**config.mk**
```make
export PLATFORM = sky130hd
export DESIGN_NAME = uart_rx_oversampled
export DESIGN_NICKNAME = d
export VERILOG_FILES = /design/src/rtl/uart_rx_oversampled.sv
export SDC_FILE = /design/constraint.sdc
export NUM_CORES = 1
export LEC_CHECK = 0
export ABC_CLOCK_PERIOD_IN_PS = 2200
export BUFFER_PORTS_ARGS = -buffer_cell sky130_fd_sc_hd__buf_4
export CAP_MARGIN = 20
export CORE_UTILIZATION = 57
export CTS_CLUSTER_SIZE = 24
export DETAILED_ROUTE_END_ITERATION = 12
export GPL_TIMING_DRIVEN = 0
export PLACE_DENSITY = 0.77
export SLEW_MARGIN = 25
export SYNTH_ARGS = -nofsm -noshare
export SYNTH_HDL_FRONTEND = slang
export SYNTH_SLANG_ARGS = --single-unit
```
**constraint.sdc**
```tcl
create_clock -name clk -period 2.2 [get_ports clk]
set_input_delay 0.22 -clock clk [delete_from_list [all_inputs] [get_ports clk]]
set_output_delay 0.22 -clock clk [all_outputs]
set_load 0.02 [all_outputs]
```
**src/rtl/uart_rx_oversampled.sv**
```systemverilog
// Oversampling UART receiver: 1 start bit, INPUT_DATA_WIDTH data bits LSB-first,
// optional even-parity bit, 1 stop bit. Start-bit glitches are rejected and
// parity/framing errors are flagged with a one-cycle rx_error pulse.
module uart_rx_oversampled #(
  parameter int INPUT_DATA_WIDTH = 8,
  parameter int PARITY_ENABLED   = 1,
  parameter int CLKS_PER_BIT     = 16
) (
  input  logic                        clk,
  input  logic                        reset,
  input  logic                        serial_in,
  output logic [INPUT_DATA_WIDTH-1:0] received_data,
  output logic                        data_is_valid,
  output logic                        rx_error,
  output logic                        o_busy
);

  localparam int SW = (CLKS_PER_BIT > 1) ? $clog2(CLKS_PER_BIT) : 1;
  localparam int BW = (INPUT_DATA_WIDTH > 1) ? $clog2(INPUT_DATA_WIDTH) : 1;

  localparam logic [SW-1:0] HALF_LAST = SW'(CLKS_PER_BIT / 2 - 1);
  localparam logic [SW-1:0] BIT_LAST  = SW'(CLKS_PER_BIT - 1);
  localparam logic [BW-1:0] DATA_LAST = BW'(INPUT_DATA_WIDTH - 1);

  typedef enum logic [2:0] {
    IDLE,
    START,
    DATA,
    PARITY,
    STOP,
    BREAK_WAIT
  } state_t;

  state_t                      state_q, state_d;
  logic                        sync1_q, sync2_q;
  logic                        rx_s;
  logic [SW-1:0]               sample_cnt_q, sample_cnt_d;
  logic [BW-1:0]               bit_idx_q, bit_idx_d;
  logic [INPUT_DATA_WIDTH-1:0] shift_q, shift_d;
  logic                        parity_err_q, parity_err_d;
  logic [INPUT_DATA_WIDTH-1:0] data_q, data_d;
  logic                        valid_q, valid_d;
  logic                        err_q, err_d;

  // The line is asynchronous, so everything downstream uses the double-flopped copy.
  assign rx_s = sync2_q;

  // Next-state, counter, shift-register and output-pulse computation for the receive FSM.
  always_comb begin
    state_d      = state_q;
    sample_cnt_d = sample_cnt_q;
    bit_idx_d    = bit_idx_q;
    shift_d      = shift_q;
    parity_err_d = parity_err_q;
    data_d       = data_q;
    valid_d      = 1'b0;
    err_d        = 1'b0;

    case (state_q)
      IDLE: begin
        if (!rx_s) begin
          state_d      = START;
          sample_cnt_d = '0;
        end
      end

      START: begin
        if (sample_cnt_q == HALF_LAST) begin
          if (rx_s) begin
            state_d = IDLE;
          end else begin
            state_d      = DATA;
            sample_cnt_d = '0;
            bit_idx_d    = '0;
            parity_err_d = 1'b0;
          end
        end else begin
          sample_cnt_d = sample_cnt_q + SW'(1);
        end
      end

      DATA: begin
        if (sample_cnt_q == BIT_LAST) begin
          shift_d      = {rx_s, shift_q[INPUT_DATA_WIDTH-1:1]};
          sample_cnt_d = '0;
          if (bit_idx_q == DATA_LAST) begin
            state_d = (PARITY_ENABLED != 0) ? PARITY : STOP;
          end else begin
            bit_idx_d = bit_idx_q + BW'(1);
          end
        end else begin
          sample_cnt_d = sample_cnt_q + SW'(1);
        end
      end

      PARITY: begin
        if (sample_cnt_q == BIT_LAST) begin
          parity_err_d = rx_s ^ (^shift_q);
          sample_cnt_d = '0;
          state_d      = STOP;
        end else begin
          sample_cnt_d = sample_cnt_q + SW'(1);
        end
      end

      STOP: begin
        if (sample_cnt_q == BIT_LAST) begin
          sample_cnt_d = '0;
          if (rx_s) begin
            state_d = IDLE;
            if (parity_err_q) begin
              err_d = 1'b1;
            end else begin
              data_d  = shift_q;
              valid_d = 1'b1;
            end
          end else begin
            err_d   = 1'b1;
            state_d = BREAK_WAIT;
          end
        end else begin
          sample_cnt_d = sample_cnt_q + SW'(1);
        end
      end

      BREAK_WAIT: begin
        if (rx_s) begin
          state_d = IDLE;
        end
      end

      default: begin
        state_d = IDLE;
      end
    endcase
  end

  // All state, including the synchronizer, updates here; reset aborts any frame in flight.
  always_ff @(posedge clk) begin
    if (reset) begin
      sync1_q      <= 1'b1;
      sync2_q      <= 1'b1;
      state_q      <= IDLE;
      sample_cnt_q <= '0;
      bit_idx_q    <= '0;
      shift_q      <= '0;
      parity_err_q <= 1'b0;
      data_q       <= '0;
      valid_q      <= 1'b0;
      err_q        <= 1'b0;
    end else begin
      sync1_q      <= serial_in;
      sync2_q      <= sync1_q;
      state_q      <= state_d;
      sample_cnt_q <= sample_cnt_d;
      bit_idx_q    <= bit_idx_d;
      shift_q      <= shift_d;
      parity_err_q <= parity_err_d;
      data_q       <= data_d;
      valid_q      <= valid_d;
      err_q        <= err_d;
    end
  end

  assign received_data = data_q;
  assign data_is_valid = valid_q;
  assign rx_error      = err_q;
  assign o_busy        = (state_q != IDLE);

endmodule
```
==> metrics.cfg <==
[status]
outcome = completed

[setup_path]
worstPathRequired_ns = 2.40
cp_data_arrival_time_ns = 2.16
crit_type = flip-flop to flip-flop
crit_fanout = 3
cp-end-kind = flip-flop
reg2regPathDepth = 6
critPathLaunchType = flip-flop

[global_routing]
grt_overflow = 0
grt_max_degree = 11
antenna_found_initial = 0
grtUsageTotal = 0.256
grt_pass1_vias = 1134
grt_pass1_wl_um = 5140

[floorplanning]
coreArea_um2 = 2480
die_w_um = 53.4
die_h_um = 53.4
initial_utilization = 0.608
num_io_pins = 14
rows = 18
die_area_um2 = 2850

[cts]
post_cts_resized = 0
cts_max_path_buffers = 2
cts_tree = done
cts_hold_buf = 0
cts-buffers-inserted = 5
cts-root-buf = clkbuf_4
clk_pin_slew_ns = 0.09
clock-sinks = 31
worstSkewPairLatency_ns = 0.33
cts_setup_buffers = 0
htreeDepth = 2

[timing]
fin_skew_ns = 0.0173
rsz0062_at_grt = false
final.min_clock_period_ns = 1.95
fin_crit_sh = 0.889
setup_viol = 0
max_freq_mhz = 512
slew_violations = 0
hold_viol = 0
slew-limit-headroom = 0.674
tightest_slew_ns = 0.489
timing.setup.tns_ns = 0

[logic_synthesis]
netlist_instances = 168
async_flop_share = 0
ys_warn_count = 0
ys_seq_area_frac = 0.412
synthesis.area_um2 = 1510
synth.distinct_cells = 45
synth.most_common_cell = dfxtp_1
ys_seq_elements = 31
syn_avg_cell_area_um2 = 8.96
synth_top_area_frac = 0.412
synth.cells.most_frequent = 31 x dfxtp_1, 14 x nor2_1, 13 x a21oi_1, 13 x nand2_1, 11 x mux2i_1
synth_flop_cell = dfxtp_1
synth_edf_count = 0
yosysTopAreaCell = dfxtp_1
synth_area_leaders = dfxtp_1 41%, mux2i_1 7.3%, a21oi_1 4.3%, nor2_1 3.5%, nand3_1 3.3%
synth_fp_nets = 174

[placed_design]
post-dp-hpwl_um = 2170
gp_congestion = 0.891
placed_area_um2 = 1640
io_buffers = 13

[route]
first_iter_violations = 44
drc_errors = 0
vias_per_cell = 5.85
postRouteAntennaNets = 0
dr.pass1.iters = 4
routed_wirelength_um = 3070
wl_per_cell_um = 14.0
vias = 1282

[power_and_ir_drop]
vdd_drop_max_uv = 632
p_leak_uw = 0.000723
power.density_nw_per_um2 = 587

[cells_and_area]
stdcell_area_um2 = 1690
antennaDiodeCount = 0
syn2layout_area_growth_pct = 12.3
multi_input_area_um2 = 810
final_nets = 194
drive_gt1_frac = 0.164
fillers = 215
regArea_um2 = 621

[run]
max-cap-violations = 0

[min_path]
hold-path-cell-count = 2
hp-class = input port to flip-flop

==> critical path, cell delays in order (launching register included) <==
cell and delay [ns]:
dfxtp_1 0.34, ha_1 0.20, ha_1 0.19, or4bb_1 0.47, a211o_1 0.38, mux2i_1 0.20, nor2_1 0.05
==> sequential cells by signal (all words and copies together), names as in the netlist <==
register,cells
data_is_valid,1
rx_s,1
rx_error,1
sync1_q,1
bit_idx_q,3
sample_cnt_q,4
received_data,8
parity_err_q,1
shift_q,8
state_q,3
==> through the flow <==
step / instances / util / power, uW / setup WS, ns / hold slack, ns
after floorplan: 168 / - / 665 / 0.401 / 0.310
after global placement: 211 / 0.662 / 689 / 0.337 / 0.394
after detailed placement: 211 / 0.662 / 691 / 0.253 / 0.404
after CTS: 219 / 0.682 / 1000 / 0.240 / 0.0611
after global routing: 219 / 0.682 / 1040 / 0.173 / 0.0749
final: 219 / 0.682 / 992 / 0.245 / 0.0761
==> report_power, final <==
| part | internal (uW) | total [uW] | switching [uW] | leakage [uW] |
|---|---|---|---|---|
| Clock | 124 | 311 | 187 | 0.0000293 |
| Combinational | 41.3 | 99.3 | 58.1 | 0.000443 |
| Sequential | 570 | 581 | 10.7 | 0.000251 |
==> metal layers <==
metal	part of all wire	global-route usage	wire, um	vias to the layer above
met5	0	0	0	-
met3	0.056	0.0603	173	7
li1	-	-	-	649
met4	0.015	0.123	46	0
met1	0.47	0.334	1430	581
met2	0.46	0.390	1420	45
==> final cells by class <==
cell class | instances | area share
Clock inverter | 1 | 0.00296
Inverter | 4 | 0.00888
Sequential cell | 31 | 0.367
Multi-Input combinational cell | 121 | 0.479
Tap cell | 30 | 0.0222
Buffer | 12 | 0.0355
Clock buffer | 7 | 0.0266
Timing Repair Buffer | 13 | 0.0577
==> cells by family after synthesis <==
kind of cell / after synthesis / synth area share
simple gates: 65 / 0.229
fa+ha+maj: 3 / 0.0249
buf+inv: 16 / 0.0499
flops: 31 / 0.412
xor+xnor: 5 / 0.0482
mux: 11 / 0.0732
compound gates: 37 / 0.162
==> worst paths after layout <==
kind                                   start      endpoint  slack (ns)
worst max-delay path            bit_idx_q[0]  bit_idx_q[1]        0.25
worst min-delay path               serial_in       sync1_q        0.08
worst max register to register  bit_idx_q[0]  bit_idx_q[1]        0.25
worst min register to register       sync1_q          rx_s        0.42
==> placed cells by master, fill, tap and decap left out, types with 4 or more instances in the layout <==
| cell | count |
|---|---|
| a21oi_1 | 13 |
| buf_2 | 6 |
| buf_4 | 13 |
| clkbuf_1 | 7 |
| clkbuf_4 | 5 |
| dfxtp_1 | 31 |
| inv_1 | 4 |
| mux2i_1 | 11 |
| nand2_1 | 13 |
| nand3_1 | 10 |
| nor2_1 | 14 |
Power figures use the tool's default switching activity.
